**src/rtl/alu_pkg.sv**
```systemverilog
// Shared ALU definitions: operation codes (also used by the ALU controller)
// and the iterative-shift state machine encoding.
package alu_pkg;

  typedef enum logic [3:0] {
    OP_AND = 4'b0000,
    OP_XOR = 4'b0001,
    OP_ADD = 4'b0010,
    OP_OR  = 4'b0011,
    OP_SLL = 4'b0100,
    OP_SRL = 4'b0101,
    OP_SUB = 4'b0110,
    OP_SRA = 4'b0111,
    OP_EQ  = 4'b1000,
    OP_SLT = 4'b1101
  } alu_op_t;

  typedef enum logic [1:0] {
    IDLE  = 2'd0,
    SHIFT = 2'd1,
    DONE  = 2'd2
  } alu_state_t;

endpackage

```
**src/rtl/alu_core.sv**
```systemverilog
// Combinational single-cycle ALU operations. Shift codes and unknown codes
// yield zero here; shifts are sequenced by the top level.
module alu_core
  import alu_pkg::*;
#(
  parameter int DATA_WIDTH = 32
) (
  input  logic [3:0]            op,
  input  logic [DATA_WIDTH-1:0] a,
  input  logic [DATA_WIDTH-1:0] b,
  output logic [DATA_WIDTH-1:0] y
);

  always_comb begin
    y = '0;
    case (op)
      OP_AND:  y = a & b;
      OP_XOR:  y = a ^ b;
      OP_OR:   y = a | b;
      OP_ADD:  y = a + b;
      OP_SUB:  y = a - b;
      OP_EQ:   y = DATA_WIDTH'(a == b);
      OP_SLT:  y = DATA_WIDTH'($signed(a) < $signed(b));
      default: y = '0;
    endcase
  end

endmodule

```
**src/rtl/alu_iterative.sv**
```systemverilog
// Execute-stage ALU with valid/ready handshake; shifts are performed one bit
// per cycle in the result register instead of through a barrel shifter.
module alu_iterative
  import alu_pkg::*;
#(
  parameter int DATA_WIDTH  = 32,
  parameter int SHAMT_WIDTH = 5
) (
  input  logic                  clk,
  input  logic                  rst,
  input  logic                  in_valid,
  output logic                  in_ready,
  input  logic [3:0]            Operation,
  input  logic [DATA_WIDTH-1:0] SrcA,
  input  logic [DATA_WIDTH-1:0] SrcB,
  output logic                  out_valid,
  input  logic                  out_ready,
  output logic [DATA_WIDTH-1:0] ALUResult,
  output logic                  Zero
);

  alu_state_t             state_reg, state_next;
  logic [3:0]             op_reg, op_next;
  logic [SHAMT_WIDTH-1:0] count_reg, count_next;
  logic [DATA_WIDTH-1:0]  result_reg, result_next;

  logic [DATA_WIDTH-1:0]  core_result;
  logic [DATA_WIDTH-1:0]  sll_step, srl_step, sra_step;
  logic [SHAMT_WIDTH-1:0] shamt;
  logic                   is_shift;

  alu_core #(
    .DATA_WIDTH(DATA_WIDTH)
  ) u_core (
    .op(Operation),
    .a (SrcA),
    .b (SrcB),
    .y (core_result)
  );

  assign shamt    = SrcB[SHAMT_WIDTH-1:0];
  assign is_shift = (Operation == OP_SLL) || (Operation == OP_SRL) || (Operation == OP_SRA);

  // One-bit shift candidates of the result register.
  for (genvar gi = 0; gi < DATA_WIDTH; gi++) begin : g_step
    if (gi == 0) begin : g_lsb
      assign sll_step[gi] = 1'b0;
    end else begin : g_lsb_n
      assign sll_step[gi] = result_reg[gi-1];
    end
    if (gi == DATA_WIDTH - 1) begin : g_msb
      assign srl_step[gi] = 1'b0;
      assign sra_step[gi] = result_reg[gi];
    end else begin : g_msb_n
      assign srl_step[gi] = result_reg[gi+1];
      assign sra_step[gi] = result_reg[gi+1];
    end
  end

  always_comb begin
    state_next  = state_reg;
    op_next     = op_reg;
    count_next  = count_reg;
    result_next = result_reg;
    in_ready    = 1'b0;
    out_valid   = 1'b0;
    case (state_reg)
      IDLE: begin
        in_ready = 1'b1;
        if (in_valid) begin
          op_next = Operation;
          if (is_shift && (shamt != '0)) begin
            result_next = SrcA;
            count_next  = shamt;
            state_next  = SHIFT;
          end else begin
            // A zero-distance shift passes SrcA through unchanged.
            result_next = is_shift ? SrcA : core_result;
            state_next  = DONE;
          end
        end
      end
      SHIFT: begin
        case (op_reg)
          OP_SLL:  result_next = sll_step;
          OP_SRL:  result_next = srl_step;
          default: result_next = sra_step;
        endcase
        count_next = count_reg - SHAMT_WIDTH'(1);
        if (count_reg == SHAMT_WIDTH'(1)) begin
          state_next = DONE;
        end
      end
      DONE: begin
        out_valid = 1'b1;
        if (out_ready) begin
          state_next = IDLE;
        end
      end
      default: state_next = IDLE;
    endcase
  end

  always_ff @(posedge clk) begin
    if (rst) begin
      state_reg  <= IDLE;
      op_reg     <= '0;
      count_reg  <= '0;
      result_reg <= '0;
    end else begin
      state_reg  <= state_next;
      op_reg     <= op_next;
      count_reg  <= count_next;
      result_reg <= result_next;
    end
  end

  assign ALUResult = result_reg;
  assign Zero      = (result_reg == '0);

endmodule

```
**config.mk**
```make
export PLATFORM = sky130hd
export DESIGN_NAME = alu_iterative
export DESIGN_NICKNAME = d
export VERILOG_FILES = /design/src/rtl/alu_pkg.sv /design/src/rtl/alu_core.sv /design/src/rtl/alu_iterative.sv
export SDC_FILE = /design/constraint.sdc
export NUM_CORES = 1
export LEC_CHECK = 0
export CAP_MARGIN = 30
export CORE_MARGIN = 2
export CORE_UTILIZATION = 43
export DETAILED_ROUTE_END_ITERATION = 16
export PLACE_DENSITY = 0.78
export RECOVER_POWER = 50
export SLEW_MARGIN = 20
export SYNTH_ARGS = -nofsm -noshare
export SYNTH_HDL_FRONTEND = slang
export SYNTH_HIERARCHICAL = 1
export SYNTH_SLANG_ARGS = --single-unit
```
**constraint.sdc**
```tcl
create_clock -name clk -period 3 [get_ports clk]
set_clock_uncertainty 0.05 [all_clocks]
set_input_delay 0.3 -clock clk [delete_from_list [all_inputs] [get_ports clk]]
set_output_delay 0.3 -clock clk [all_outputs]
set_load 0.01 [all_outputs]
```
# == After elaboration in Yosys (flattened, before gate mapping) ==
# Cells that the tools add are included.
# word_totals
elab_cells,61
register_bits,43
output_inout_bits,35
in_bits,72
# op_classes
n_mux,16
add_sub_neg,3
magnitude_cmp,1
n_reduce_logical,13
bitwise_logic,3
eq_ne,20
# ops
cell,n
$pmux W32 S7,1
$pmux W32 S2,2
$mux W32,3
$add A32 B32 Y32,1
$and A32 B32 Y32,1
$eq A32 B32 Y1,1
$logic_not A32 Y1,1
$lt A32 B32 Y1,1
$or A32 B32 Y32,1
$sub A32 B32 Y32,1
$xor A32 B32 Y32,1
$eq A4 B3 Y1 const B,6
$mux W5,2
$pmux W5 S2,1
$reduce_and A3 Y1,3
$eq A4 B2 Y1 const B,2
$eq A4 B4 Y1 const B,2
$mux W2,4
$ne A2 B2 Y1 const B,4
$pmux W2 S3,1
$eq A5 B1 Y1 const B,1
$reduce_bool A5 Y1,1
$sub A5 B1 Y5 const B,1
$eq A4 B1 Y1 const B,1
10 further kinds,13

# == Logic depth before layout (Yosys ltp) ==
# logic_depth
ltp_word,7
ltp_mapped,16

# == Modules after synthesis ==
# Netlist, hierarchy kept.
# modules_own_cells
module,cells_per_inst,instances,area_each_um2
alu_core,728,1,4757.1
alu_iterative,270,1,2529.9

# == Worst setup path after synthesis ==
# Ideal clock, no wire load.
# synth_timing
path_type,in2reg
from,in SrcA[28]
to,"reg result_reg[31], in the netlist ALUResult[31]"
path_buffers,1
stages,14
t_arrival_ns,3.001
setup_slack_ns,-0.137
path_cell_list,inv_1 -> ha_1 -> buf_2 -> or4_1 -> or3_1 -> or3_1 -> a211oi_1 -> nor3_1 -> o21ai_1 -> xor2_1 -> o21ai_1 -> a21boi_0 -> o21ai_0 -> a221oi_2
# synth_between
elab_chain_cells,6
# synth_rtl
item,line_no,text
from (decl),alu_iterative.sv:14,"input logic [DATA_WIDTH-1:0] SrcA,"
$sub A32 B32 Y32 or $add A32 B32 Y32 (tied branches),"alu_core.sv:21, alu_core.sv:20",
$pmux W32 S7 *,alu_core.sv:16,case (op)
named net core_result[31],alu_iterative.sv:27,logic [DATA_WIDTH-1:0] core_result;
$mux W32 *,alu_iterative.sv:78,result_next = is_shift ? SrcA : core_result;
$mux W32 *,alu_iterative.sv:72,if (is_shift && (shamt != '0)) begin
$mux W32 *,alu_iterative.sv:70,if (in_valid) begin
$pmux W32 S2 *,alu_iterative.sv:67,case (state_reg)
to (signal assigned),alu_iterative.sv:114,result_reg <= result_next;
to (decl),alu_iterative.sv:25,"logic [DATA_WIDTH-1:0] result_reg, result_next;"
# Mark *: on every way through the listed nets, which the timed path passes. The rest lies on a longest branch. The select of a mux whose other input is x is not followed.
# A chain may end at the register's enable or synchronous reset.

# == Worst setup path after layout ==
# layout_timing
from,in SrcB[1]
to,"reg result_reg[29], in the netlist ALUResult[29]"
# layout_between
elab_chain_cells,6
# layout_rtl
item,line_no,text
from (decl),alu_iterative.sv:15,"input logic [DATA_WIDTH-1:0] SrcB,"
$sub A32 B32 Y32 or $add A32 B32 Y32 (tied branches),"alu_core.sv:21, alu_core.sv:20",
$pmux W32 S7 *,alu_core.sv:16,
named net core_result[29],alu_iterative.sv:27,
$mux W32 *,alu_iterative.sv:78,
$mux W32 *,alu_iterative.sv:72,
$mux W32 *,alu_iterative.sv:70,
$pmux W32 S2 *,alu_iterative.sv:67,
# Marks and branches as above.

==> metrics <==
ratio of final minimum period to clock period 1.03; Initial Util 0.439; final setup margin -0.0787 ns; internal cell power 2.12 mW; critical path required time roughly 3.1 ns; total number of vias between 9000 and 10000; mean area per synthesized cell roughly 7.3 um2; Root Driver clkbuf_16; Worst-Skew Late Latency ~0.30 ns; DR DRC count 0; RSZ-0062 raised after global routing true; max_cap viols 0; Fmax achieved 0.325 GHz; CTS sink cnt 43; Largest register FFs 32; WL/cell 21.0 um; LEAKAGE roughly 5.2 nW; H-tree depth 2; top post-synthesis cells by count ha_1, inv_1, nand2_1, a21oi_1, nor2_1; Inserted Diodes 0; I/O pin count 107; Sequential Power Share 0.189; HP Class input pin to register; Critical Path Sink ALUResult[29]; CP startpoint kind input pin; area leader, netlist ha_1; flop-to-flop setup slack 0.96 ns; CTS Hold Buffers Added 0; layout cells sized above 1 0.406; Max Slew Vio Count 0; TritonCTS clock tree yes; setup_tns -0.383 ns; Seq/Total Area, Yosys 0.118; Psw 1.41 mW; Crit path arrival time 3.20 ns; post-layout power between 3 and 4 mW; clk buf depth 2; Synth Flop Type dfxtp_1; Mapped Area approximately 0.0073 mm2; synthesized instance count 998; clock network fraction of total power 0.213; pre-CTS setup slack -0.987 ns; GP Congestion 1.02; first-pass GRT wire length between 40000 and 50000 um; # nets final 1521; number of cell rows 47; Die H 134 um; EDFF count, synth 0; logic gate share of total power 0.598; most frequent cell after synthesis ha_1; Yosys warning total 6; failing checks setup timing; R2R depth 4; Yosys cell types between 70 and 80; drt pass-1 iters 5; vias in the first global route around 9600; final hold vios 0; ys async rst share 0; crit path kind input pin to register; Max FO, Critical Path 3; Worst R2R Start state_reg[0]; ranking of synthesized cells by area ha_1, dfxtp_1, mux2i_1, o221ai_1, a21oi_1; Final setup viols 9; min Tclk post-route ~3.1 ns; number of clock buffers inserted by TritonCTS 5; largest net degree at the start of global routing 34; Sw Ratio 0.399; die footprint roughly 0.018 mm2; terminus of the critical flop-to-flop path ALUResult[15]; ANT nets after route 0; grt ovf 0; Pwr per Cell Area approximately 290 mW/mm2; relative slew slack 0.476; vias per inst 6.32; Worst VDD drop approximately 0.00025 V; Total Wirelength approximately 33000 um; HPWL Detailed ~22000 um; Iter 0 DRT Violations 1215; Setup crit end kind register; slew at the pin closest to its max-slew limit slightly below 0.8 ns; Synth top area share 0.170; die width around 130 um; flops & latches, synth 43; syn nets 1171; outcome finished, violations left; Core ar. roughly 0.017 mm2; Layout area overhead 65.1%; initial antenna violation count 0; Core Util, Final 0.725; Tot GR Track Use 0.331; IO Port Bufs between 100 and 150; clk slew on worst S/H paths about 0.070 ns; crit path launch SrcB[1]
[worst min path at each step]
stage,from,end,slack [ns],cells past startpoint
final,SrcA[0],ALUResult[0],0.34,3
after global routing,SrcA[0],ALUResult[0],0.35,3
after CTS,SrcA[0],ALUResult[0],0.32,3
after detailed placement,count_reg[4],count_reg[4],0.42,2
after global placement,count_reg[4],count_reg[4],0.42,2
after floorplan,rst,count_reg[3],0.37,1
[stage by stage]
step,std cells,cell area (um2),hold WS (ns)
4_1_cts,1547,11400,0.317
2_1_floorplan,998,7370,0.368
6_report,1569,12000,0.337
3_3_place_gp,1506,10200,0.417
5_1_grt,1569,12000,0.349
3_5_place_dp,1507,10300,0.422
[critical path: stages]
cell      delay (ns)
buf_8           0.08
inv_4           0.03
buf_6           0.11
ha_4            0.28
nor2_1          0.06
nor2_2          0.23
o221ai_4        0.14
a21oi_2         0.16
buf_4           0.12
buf_4           0.09
a31oi_2         0.11
o41ai_1         0.42
buf_4           0.20
o21ai_1         0.09
mux2_2          0.29
a21oi_1         0.14
o21ai_1         0.07
mux2i_1         0.13
o221ai_1        0.12
[area by class of cell]
type	count	area [um2]
clock buffer	5	125
clock inverter	3	71.3
fill	1152	4550
inverter	99	409
multi-input combinational	793	6930
sequential	43	861
tap	220	275
timing repair buffer	406	3350
[power by group through the flow]
stage / clock (mW) / sequential, mW / combinational (mW)
final: 0.750 / 0.667 / 2.11
after floorplan: 0 / 0.670 / 0.843
after CTS: 0.749 / 0.665 / 1.84
after global routing: 0.792 / 0.670 / 2.21
after global placement: 0 / 0.675 / 1.60
after detailed placement: 0 / 0.677 / 1.63
[per-layer routing]
layer / vias to the layer above / track usage / routed length, um
li1: 4363 / - / -
met4: 0 / 0.202 / 2490
met5: - / 0 / 0
met2: 715 / 0.564 / 15500
met1: 4618 / 0.394 / 11900
met3: 221 / 0.0454 / 3020
[cell families after synthesis]
logic type | Yosys count | share of synthesized area
AOI/OAI and AO/OA | 322 | 0.308
xor gates and xnor gates | 15 | 0.0180
adders and majority gates | 101 | 0.175
buffers and inverters | 162 | 0.0910
DFF | 43 | 0.118
muxes | 74 | 0.102
and+or+nand+nor | 281 | 0.187
[timing repair]
| item | CTS | global route |
|---|---|---|
| buffers inserted | 33 | 26 |
| gates resized for setup | 296 | 153 |
| endpoints found under the hold margin | 0 | 0 |
| endpoints found under the setup margin | 24 | 18 |
| pin swaps | 81 | 98 |
[cells in the final DEF, fill, tap and decap left out, drive strengths merged, types with 5 or more instances in the layout]
master         Yosys  final
mux2i             71     71
nor3b              5      5
nor2b              8      8
o221ai            47     47
a22oi             17     17
a21o              14     14
a21oi             81     81
inv               99    100
clkbuf            40     11
nand3             16     16
nor4              16     16
a31oi              8      8
or3                9      9
o311ai             5      5
o21bai            13     13
buf               23    325
o211ai            14     14
dlygate4sd2        0     15
xnor2             13     13
clkdlybuf4s50      0     23
o21ai             42     42
nor2              74     74
nand2b            12     12
and2               7      7
ha                99     99
nand2             84     84
a221oi             6      6
o31ai             15     15
nor3              22     22
dlygate4sd3        0     31
o21a               6      6
dfxtp             43     43
and3               7      7
a211oi            16     16
No activity file was read; power rests on OpenSTA's default activity.
